<file path="config.mk">
export PLATFORM = sky130hd
export DESIGN_NAME = ads8321_sampler_flat
export DESIGN_NICKNAME = d
export VERILOG_FILES = /design/src/rtl/ads8321_pkg.sv /design/src/rtl/ads8321_sampler_if.sv /design/src/rtl/ads8321_sampler_tick_gen.sv /design/src/rtl/ads8321_sampler.sv /design/src/flat_wrapper.sv
export SDC_FILE = /design/constraint.sdc
export NUM_CORES = 1
export LEC_CHECK = 0
export ABC_CLOCK_PERIOD_IN_PS = 2850
export CAP_MARGIN = 20
export CORE_MARGIN = 3
export CORE_UTILIZATION = 45
export DETAILED_ROUTE_END_ITERATION = 8
export PLACE_DENSITY = 0.72
export SLEW_MARGIN = 20
export SYNTH_ARGS = -nofsm -noshare
export SYNTH_HDL_FRONTEND = slang
export SYNTH_HIERARCHICAL = 1
export SYNTH_SLANG_ARGS = --single-unit
</file>
<file path="constraint.sdc">
create_clock -name clk -period 2.85 [get_ports clk]
set_input_delay 0.7125 -clock clk [delete_from_list [all_inputs] [get_ports clk]]
set_output_delay 0.7125 -clock clk [all_outputs]
set_load 0.02 [all_outputs]
</file>
<file path="src/rtl/ads8321_pkg.sv">
// Shared definitions for the ADS8321 sampler: ADC word width, minimum
// legal trigger period, FSM state encodings and the 16-bit saturation helper.
package ads8321_pkg;

   localparam int ADC_W      = 16;
   localparam int MIN_PERIOD = 24;

   localparam logic [1:0] ST_IDLE  = 2'd0;
   localparam logic [1:0] ST_START = 2'd1;
   localparam logic [1:0] ST_WAIT  = 2'd2;

   // Clamp a 17-bit signed sum into the 16-bit two's-complement range.
   function automatic logic [ADC_W-1:0] sat16(input logic [ADC_W:0] v);
      if (v[ADC_W] != v[ADC_W-1]) begin
         return v[ADC_W] ? 16'h8000 : 16'h7FFF;
      end
      return v[ADC_W-1:0];
   endfunction

endpackage

</file>
<file path="src/rtl/ads8321_sampler_if.sv">
// Averaged-sample output port of the ADS8321 sampler.
// Handshake: a word transfers on every clock edge where avg_valid and
// avg_ready are both high; the master holds avg_valid and avg_data stable
// until that happens, and the slave may drive avg_ready at any time.
interface ads8321_sampler_if;
   import ads8321_pkg::*;

   logic [ADC_W-1:0] avg_data;
   logic             avg_valid;
   logic             avg_ready;

   modport master (output avg_data, output avg_valid, input avg_ready);
   modport slave  (input avg_data, input avg_valid, output avg_ready);

endinterface

</file>
<file path="src/rtl/ads8321_sampler_tick_gen.sv">
// Enable-gated modulo-PERIOD_CYC counter. tick_o is high for one cycle when
// the count reaches PERIOD_CYC-1; with enable low the count is held at 0.
// Periods below the ADC minimum are clamped up to MIN_PERIOD.
module ads_tick_gen
   import ads8321_pkg::*;
#(
   parameter int PERIOD_CYC = 125
) (
   input  logic clk,
   input  logic rst,
   input  logic enable_i,
   output logic tick_o
);

   localparam int PERIOD_EFF = (PERIOD_CYC < MIN_PERIOD) ? MIN_PERIOD : PERIOD_CYC;
   localparam int CW         = $clog2(PERIOD_EFF);
   localparam logic [CW-1:0] LAST = CW'(PERIOD_EFF - 1);

   logic [CW-1:0] count_q, count_d;

   // Next count: hold at zero while disabled, wrap after the last count.
   always_comb begin
      count_d = count_q;
      if (!enable_i) begin
         count_d = '0;
      end else if (count_q == LAST) begin
         count_d = '0;
      end else begin
         count_d = count_q + 1'b1;
      end
   end

   // Counter register with synchronous reset.
   always_ff @(posedge clk) begin
      if (rst) begin
         count_q <= '0;
      end else begin
         count_q <= count_d;
      end
   end

   assign tick_o = enable_i && (count_q == LAST);

endmodule

</file>
<file path="src/rtl/ads8321_sampler.sv">
// ADS8321 sampler: periodic trigger FSM, 2^AVG_LOG2 sample averager,
// valid/ready output register and sticky overrun/ovf flags.
// Optional build macro SAMPLER_OFFSET_EN adds a signed offset port that is
// added (with saturation) to every sample before accumulation.
module ads8321_sampler
   import ads8321_pkg::*;
#(
   parameter int PERIOD_CYC = 125,
   parameter int AVG_LOG2   = 2
) (
   input  logic             clk,
   input  logic             rst,
   input  logic             enable,
   output logic             ad_start,
   input  logic             ad_busy,
   input  logic             ad_dval,
   input  logic [ADC_W-1:0] ad_data,
`ifdef SAMPLER_OFFSET_EN
   input  logic [ADC_W-1:0] offset,
`endif
   ads8321_sampler_if.master avg_if,
   output logic             overrun,
   output logic             ovf,
   input  logic             clr_flags,
   output logic [1:0]       dbg_state
);

   localparam int ACC_W = ADC_W + AVG_LOG2;
   localparam int CNT_W = AVG_LOG2 + 1;
   localparam logic [CNT_W-1:0] CNT_LAST = CNT_W'((1 << AVG_LOG2) - 1);

   logic [1:0]              state_q, state_d;
   logic signed [ACC_W-1:0] acc_q, acc_d;
   logic [CNT_W-1:0]        cnt_q, cnt_d;
   logic [ADC_W-1:0]        avg_data_q, avg_data_d;
   logic                    avg_valid_q, avg_valid_d;
   logic                    overrun_q, overrun_d;
   logic                    ovf_q, ovf_d;

   logic                    tick;
   logic signed [ADC_W-1:0] sample;
   logic signed [ACC_W-1:0] acc_sum;
   logic [ADC_W-1:0]        avg_new;
   logic                    avg_done;
   logic                    ovr_set;
   logic                    ovf_set;

   ads_tick_gen #(.PERIOD_CYC(PERIOD_CYC)) u_tick (
      .clk      (clk),
      .rst      (rst),
      .enable_i (enable),
      .tick_o   (tick)
   );

`ifdef SAMPLER_OFFSET_EN
   assign sample = $signed(sat16({ad_data[ADC_W-1], ad_data} + {offset[ADC_W-1], offset}));
`else
   assign sample = $signed(ad_data);
`endif

   // Sign-extended accumulation and the arithmetic-shift mean (floors toward -inf).
   assign acc_sum = acc_q + ACC_W'(sample);
   assign avg_new = ADC_W'(acc_sum >>> AVG_LOG2);

   // Trigger FSM and accumulator: one trigger per free tick, one sample per trigger.
   always_comb begin
      state_d  = state_q;
      acc_d    = acc_q;
      cnt_d    = cnt_q;
      avg_done = 1'b0;
      ovr_set  = 1'b0;
      case (state_q)
         ST_IDLE: begin
            if (tick) begin
               if (!ad_busy) state_d = ST_START;
               else          ovr_set = 1'b1;
            end
            // A partial average is discarded once sampling has been stopped.
            if (!enable) begin
               acc_d = '0;
               cnt_d = '0;
            end
         end
         ST_START: begin
            if (tick) ovr_set = 1'b1;
            state_d = ST_WAIT;
         end
         ST_WAIT: begin
            if (tick) ovr_set = 1'b1;
            if (ad_dval) begin
               state_d = ST_IDLE;
               if (cnt_q == CNT_LAST) begin
                  avg_done = 1'b1;
                  acc_d    = '0;
                  cnt_d    = '0;
               end else begin
                  acc_d = acc_sum;
                  cnt_d = cnt_q + 1'b1;
               end
            end
         end
         default: state_d = ST_IDLE;
      endcase
   end

   // Output register and sticky flags; setting a flag beats clearing it.
   always_comb begin
      avg_data_d  = avg_data_q;
      avg_valid_d = avg_valid_q;
      ovf_set     = 1'b0;
      if (avg_done) begin
         if (avg_valid_q && !avg_if.avg_ready) begin
            ovf_set = 1'b1;
         end else begin
            avg_data_d  = avg_new;
            avg_valid_d = 1'b1;
         end
      end else if (avg_valid_q && avg_if.avg_ready) begin
         avg_valid_d = 1'b0;
      end
      overrun_d = ovr_set ? 1'b1 : (clr_flags ? 1'b0 : overrun_q);
      ovf_d     = ovf_set ? 1'b1 : (clr_flags ? 1'b0 : ovf_q);
   end

   // State registers with synchronous reset.
   always_ff @(posedge clk) begin
      if (rst) begin
         state_q     <= ST_IDLE;
         acc_q       <= '0;
         cnt_q       <= '0;
         avg_data_q  <= '0;
         avg_valid_q <= 1'b0;
         overrun_q   <= 1'b0;
         ovf_q       <= 1'b0;
      end else begin
         state_q     <= state_d;
         acc_q       <= acc_d;
         cnt_q       <= cnt_d;
         avg_data_q  <= avg_data_d;
         avg_valid_q <= avg_valid_d;
         overrun_q   <= overrun_d;
         ovf_q       <= ovf_d;
      end
   end

   assign ad_start         = (state_q == ST_START);
   assign avg_if.avg_data  = avg_data_q;
   assign avg_if.avg_valid = avg_valid_q;
   assign overrun          = overrun_q;
   assign ovf              = ovf_q;
   assign dbg_state        = state_q;

endmodule

</file>
<file path="src/flat_wrapper.sv">
// flat-port wrapper written by rule: the top's interface ports become plain ports
module ads8321_sampler_flat import ads8321_pkg::*;
#(
   parameter int PERIOD_CYC = 125,
   parameter int AVG_LOG2   = 2
)
  (clk, rst, enable, ad_start, ad_busy, ad_dval, ad_data, overrun, ovf, clr_flags, dbg_state, avg_if_avg_data, avg_if_avg_valid, avg_if_avg_ready);
  ads8321_sampler_if avg_if_i ();
  input  logic clk;
  input  logic rst;
  input  logic enable;
  output logic ad_start;
  input  logic ad_busy;
  input  logic ad_dval;
  input  logic [ADC_W-1:0] ad_data;
  output logic overrun;
  output logic ovf;
  input  logic clr_flags;
  output logic [1:0] dbg_state;
  output wire logic [$bits(avg_if_i.avg_data)-1:0] avg_if_avg_data;
  output wire logic [$bits(avg_if_i.avg_valid)-1:0] avg_if_avg_valid;
  input wire logic [$bits(avg_if_i.avg_ready)-1:0] avg_if_avg_ready;
  assign avg_if_avg_data = avg_if_i.avg_data;
  assign avg_if_avg_valid = avg_if_i.avg_valid;
  assign avg_if_i.avg_ready = avg_if_avg_ready;
  ads8321_sampler #(.PERIOD_CYC(PERIOD_CYC), .AVG_LOG2(AVG_LOG2)) u_core (.clk(clk), .rst(rst), .enable(enable), .ad_start(ad_start), .ad_busy(ad_busy), .ad_dval(ad_dval), .ad_data(ad_data), .avg_if(avg_if_i), .overrun(overrun), .ovf(ovf), .clr_flags(clr_flags), .dbg_state(dbg_state));
endmodule
</file>
Word-level counts from Yosys, hierarchy flattened:

Index checks and enable logic that the tools add are counted.

* flip-flop bits (word level): 49
* output and inout port bits: 22

* add/sub/neg operators: 3
* eq/ne operators: 9
* muxes and demuxes: 27
* bitwise operators: 2
* reductions and logical operators: 15

Operators by type and width (count)
* $mux 18: 3
* $pmux 18 s2: 1
* $add 18x16->18: 1
* $mux 1: 14
* $mux 3: 3
* $ne 2x2->1 const B: 4
* $reduce_bool 2->1: 4
* $add 7x1->7 const B: 1
* $eq 7x7->1 const B: 1
* $mux 2: 3
* $pmux 2 s3: 1
* $pmux 3 s2: 1
* $reduce_and 3->1: 2
* $reduce_and 2->1: 2
* $add 3x1->3 const B: 1
* $eq 3x2->1 const B: 1
* $logic_and 1x1->1: 3
* $reduce_or 3->1: 1
* $eq 2x1->1 const B: 1
* $eq 2x2->1 const B: 1
* $logic_not 2->1: 1
* $ne 2x1->1 const B: 1
* $not 1->1: 2
* $pmux 1 s2: 1
* 2 further kinds: 2

Longest topological paths before layout:

* word-level depth: 6
* gate-level depth with buffers: 10

Modules after synthesis:

Netlist, hierarchy kept.

By module, submodules not included
* ads8321_sampler: instances 1, cells an instance 282, area each 2347.3 µm²
* ads_tick_gen: instances 1, cells an instance 37, area each 322.8 µm²

Worst setup path before layout:

OpenSTA, ideal clock, no wires.

* path type: input to register
* start point: in ad_data[0]
* end point: reg u_core.acc_q[14]
* arrival time: 2.657 ns
* slack: 0.076 ns
* stages: 10
* cells stage by stage: ha_1 fa_1 a21o_1 a221oi_2 o22ai_1 o21a_1 nor2_1 or3_1 a31oi_1 a22o_1

* longest elaborated chain between the ends: 4

Ends and longest elaborated chain
* start, declared: RTL line flat_wrapper.sv:15 `input logic [ADC_W-1:0] ad_data;`
* $add 18x16->18: RTL line ads8321_sampler.sv:62 `assign acc_sum = acc_q + ACC_W'(sample);`
* $mux 18: RTL line ads8321_sampler.sv:92 `if (cnt_q == CNT_LAST) begin`
* $mux 18: RTL line ads8321_sampler.sv:90 `if (ad_dval) begin`
* $pmux 18 s2: RTL line ads8321_sampler.sv:72 `case (state_q)`
* end signal, assigned: RTL line ads8321_sampler.sv:129 `acc_q <= '0;`
* end signal, assigned: RTL line ads8321_sampler.sv:137 `acc_q <= acc_d;`
* end, declared: RTL line ads8321_sampler.sv:33 `logic signed [ACC_W-1:0] acc_q, acc_d;`

No other way between the ends. The select of a mux whose other input is x is not followed.
A chain may end at the register's enable or synchronous reset.

Final worst setup path:

* start point: in ad_data[2]
* end point: reg u_core.acc_q[16]

The elaborated chain is that of the path after synthesis.

==> results.toml <==
[outcome]
status = "completed"

[detailed_routing]
wl_per_cell_um = 13.7
remaining_drc_errors = 0
routed_wl_mm = 6.39
vias_per_cell = 5.33
wl_met3_um = 258
wl_met1_mm = 3.19
wl_met2_mm = 2.90
drt_first_pass_iters = 4
via_count = 2484
dr.max_layer_used = "met4"
first_iter_violations = 126
ant_nets = 0

[floorplan]
die-area_mm2 = 0.00689
die_h_um = 83.0
core_area_mm2 = 0.00561
die_x_um = 83.0
ios = 45
start_util_pct = 47.6
core.rowCount = 27

[cts]
numClockSinks = 49
cts_tree = "built"
htreeDepth = 2
clock_path_buffers = 2
clock-root-buffer = "clkbuf_8"
clock_latency_ns = 0.30
tritoncts.num_buffers = 5
cts.clk_slew.worst_paths_ns = 0.09

[setup_path]
critPathLaunch = "ad_data[2]"
crit_path_start_kind = "input pin"
critPathMaxStageDelay_ns = 0.52
critPathArrivalTime_ns = 2.96
crit_path_cell_trace = "clkdlybuf4s50_1 > ha_1 > a21o_1 > a221oi_2 > buf_4 > or4b_4 > a41oi_2 > o21a_1 > nor2_1 > xnor2_1 > a22o_1"
required_ns = 3.05
end_kind = "flop"
crit_type = "input pin to flop"
rr_startpoint = "u_core/acc_q[0]"
path_max_fanout = 4
cpMaxStageDelayCell = "or4b_4"

[placement]
dp_slack_ns = -0.441
hpwl_mm = 4.81
gp_congestion = 0.853
io_buffers = 44
post-place-cells = 456

[layout]
instances_no_fill = 466
layout-drive-gt1-share_pct = 14.7
areaGrowthSynthToFinish_pct = 35.1
final_nets = 441
diodes = 0

[flow_run]
cap_violations = 0

[yosys]
syn_nets = 367
synth_cells = 319
yosysSeqAreaShare_pct = 36.7
synth_top_area_share_pct = 36.7
ys_warn_count = 6
mappedNetlistArea_mm2 = 0.00267
synth_area_leaders = "dfxtp_1, ha_1, a21oi_1, nand2_1, nor2_1"
synth-seq-cells = 49
yosys.cell_types.count = 39
syn_area_per_cell_um2 = 8.37
yosys.area.top_type = "dfxtp_1"

[global_routing]
grt_start_max_net_pins = 21
grt_pass1_wl_mm = 10.9
grt_overflow_total = 0
antenna_found_initial = 0
first_global_vias = 2451
grt_usage_pct = 18.7

[sta]
fmax_ghz = 0.362
final-hold-violation-count = 0
setup_viol = 0
rsz0062_at_grt = "false"
skew_ns = 0.00672
timing.final.crit_share_pct = 97.0
slew_viol_final = 0
tightest_slew_ns = 0.916
slew_headroom_pct = 38.7
layout_min_cycle_time_ns = 2.77
hold_ws_ns = 0.453
worst_slack_ns = 0.0842

[hold_path]
hp-class = "flop to flop"
min_from = "u_core/avg_if.avg_data[15]"

[pwr]
peakVddDrop_uv = 260
cellLeakagePower_uw = 0.00148
powerDensity_mw_per_mm2 = 370
## metal layers
layer,global-route usage [%],vias to the layer above
met3,3.57,6
met5,0,-
met4,5.20,0
met2,30.2,58
li1,-,1275
met1,25.4,1145
## registers in the layout (all words and copies together), names as in the netlist
signal	cells
u_core/overrun	1
u_core/u_tick/count_q	7
u_core/dbg_state	2
u_core/avg_if.avg_valid	1
u_core/ovf	1
u_core/acc_q	18
u_core/cnt_q	3
u_core/avg_if.avg_data	16
## synthesized netlist by cell type
cell type  number
nand2b_1        3
nand2_1        37
and3_1          2
inv_2           1
a21oi_1        36
nor2_1         37
o21bai_1        2
a2bb2oi_1       1
nand4_1         2
or4_1           1
a211o_1         2
xor2_1          6
nor3_1          6
clkbuf_1       11
a221oi_2        1
a22o_1         10
fa_1            1
o31ai_1         1
nand3_2         1
o21ai_0         9
nor2b_1         4
a31oi_1         2
nor3b_1         4
or3b_1          1
a31o_2          1
a211oi_1        5
ha_1           24
a21o_1          7
o21a_1          4
o22ai_1         3
or3_1           1
buf_1           1
dfxtp_1        49
or4b_4          1
a41oi_2         1
nand3_1        10
xnor2_1        13
a22oi_1         8
inv_1          10
## timing repair
item | CTS | global route
buffers inserted | 2 | 0
hold buffers | 0 | 0
hold endpoints to repair | 0 | 0
pin swaps | 9 | 9
setup endpoints to repair | 6 | 9
cloned | 0 | 0
resized for setup | 4 | 10
## stage by stage
step	area, um2	power, uW	utilization [%]	setup TNS (ns)
2_1_floorplan	2670	764	-	0
3_3_place_gp	3400	828	60.7	-4.78
3_5_place_dp	3400	828	60.7	-5.31
4_1_cts	3550	1360	63.4	0
5_1_grt	3610	1390	64.3	0
6_report	3610	1340	64.3	0
## path summary, 6_finish.rpt
path                                     end  cells past startpoint  slack (ns)
hold / removal    u_core/avg_if.avg_data[15]                      2        0.45
hold reg to reg   u_core/avg_if.avg_data[15]                      2        0.45
setup / recovery            u_core/acc_q[16]                     11        0.08
setup reg to reg            u_core/acc_q[16]                     11        0.45
## logic make-up after synthesis
family | count (synthesis) | synth area share (%)
and+or+nand+nor | 110 | 18.8
buffers and inverters | 23 | 3.23
adders and majority gates | 25 | 12.0
xor gates and xnor gates | 19 | 6.23
DFF | 49 | 36.7
AOI/OAI and AO/OA | 93 | 23.0
## cells in the final DEF, fill, tap and decap left out, types with 3 or more instances in the layout
| master | n |
|---|---|
| dfxtp_1 | 49 |
| o21a_1 | 4 |
| nand2b_1 | 3 |
| dlymetal6s2s_1 | 4 |
| nand3_1 | 10 |
| a22o_1 | 10 |
| ha_1 | 20 |
| clkbuf_8 | 6 |
| ha_4 | 3 |
| xor2_1 | 6 |
| nor2b_1 | 4 |
| o21ai_0 | 9 |
| nor3b_1 | 4 |
| buf_4 | 35 |
| xnor2_1 | 13 |
| a21oi_1 | 35 |
| inv_1 | 10 |
| o22ai_1 | 3 |
| nor3_1 | 6 |
| a22oi_1 | 8 |
| clkdlybuf4s50_1 | 39 |
| a211oi_2 | 3 |
| nor2_1 | 37 |
| a21o_1 | 7 |
| nand2_1 | 37 |
## final cells by class
cell class / instances / area [um2]
clock buffers: 6 / 82.6
flip-flops and latches: 49 / 981
inverters: 11 / 41.3
repair buffers: 79 / 712
well taps: 72 / 90.1
multi-input cells: 247 / 1660
clock inverters: 2 / 37.5
fillers: 522 / 2000
## worst max-delay path: cells and delay by family
family | cells | cell delay [ns]
AO/OA/AOI/OAI | 5 | 0.71
AND/OR/NAND/NOR | 2 | 0.56
buffers and inverters | 2 | 0.55
adder cells (fa/ha/maj) | 1 | 0.30
XOR/XNOR | 1 | 0.13
## where the power goes
part | switching (uW) | leakage (uW) | internal (uW)
Sequential | 1.80 | 0.000395 | 685
Combinational | 63.1 | 0.00102 | 65.4
Clock | 234 | 0.0000574 | 285
No activity file was read; power rests on OpenSTA's default activity.
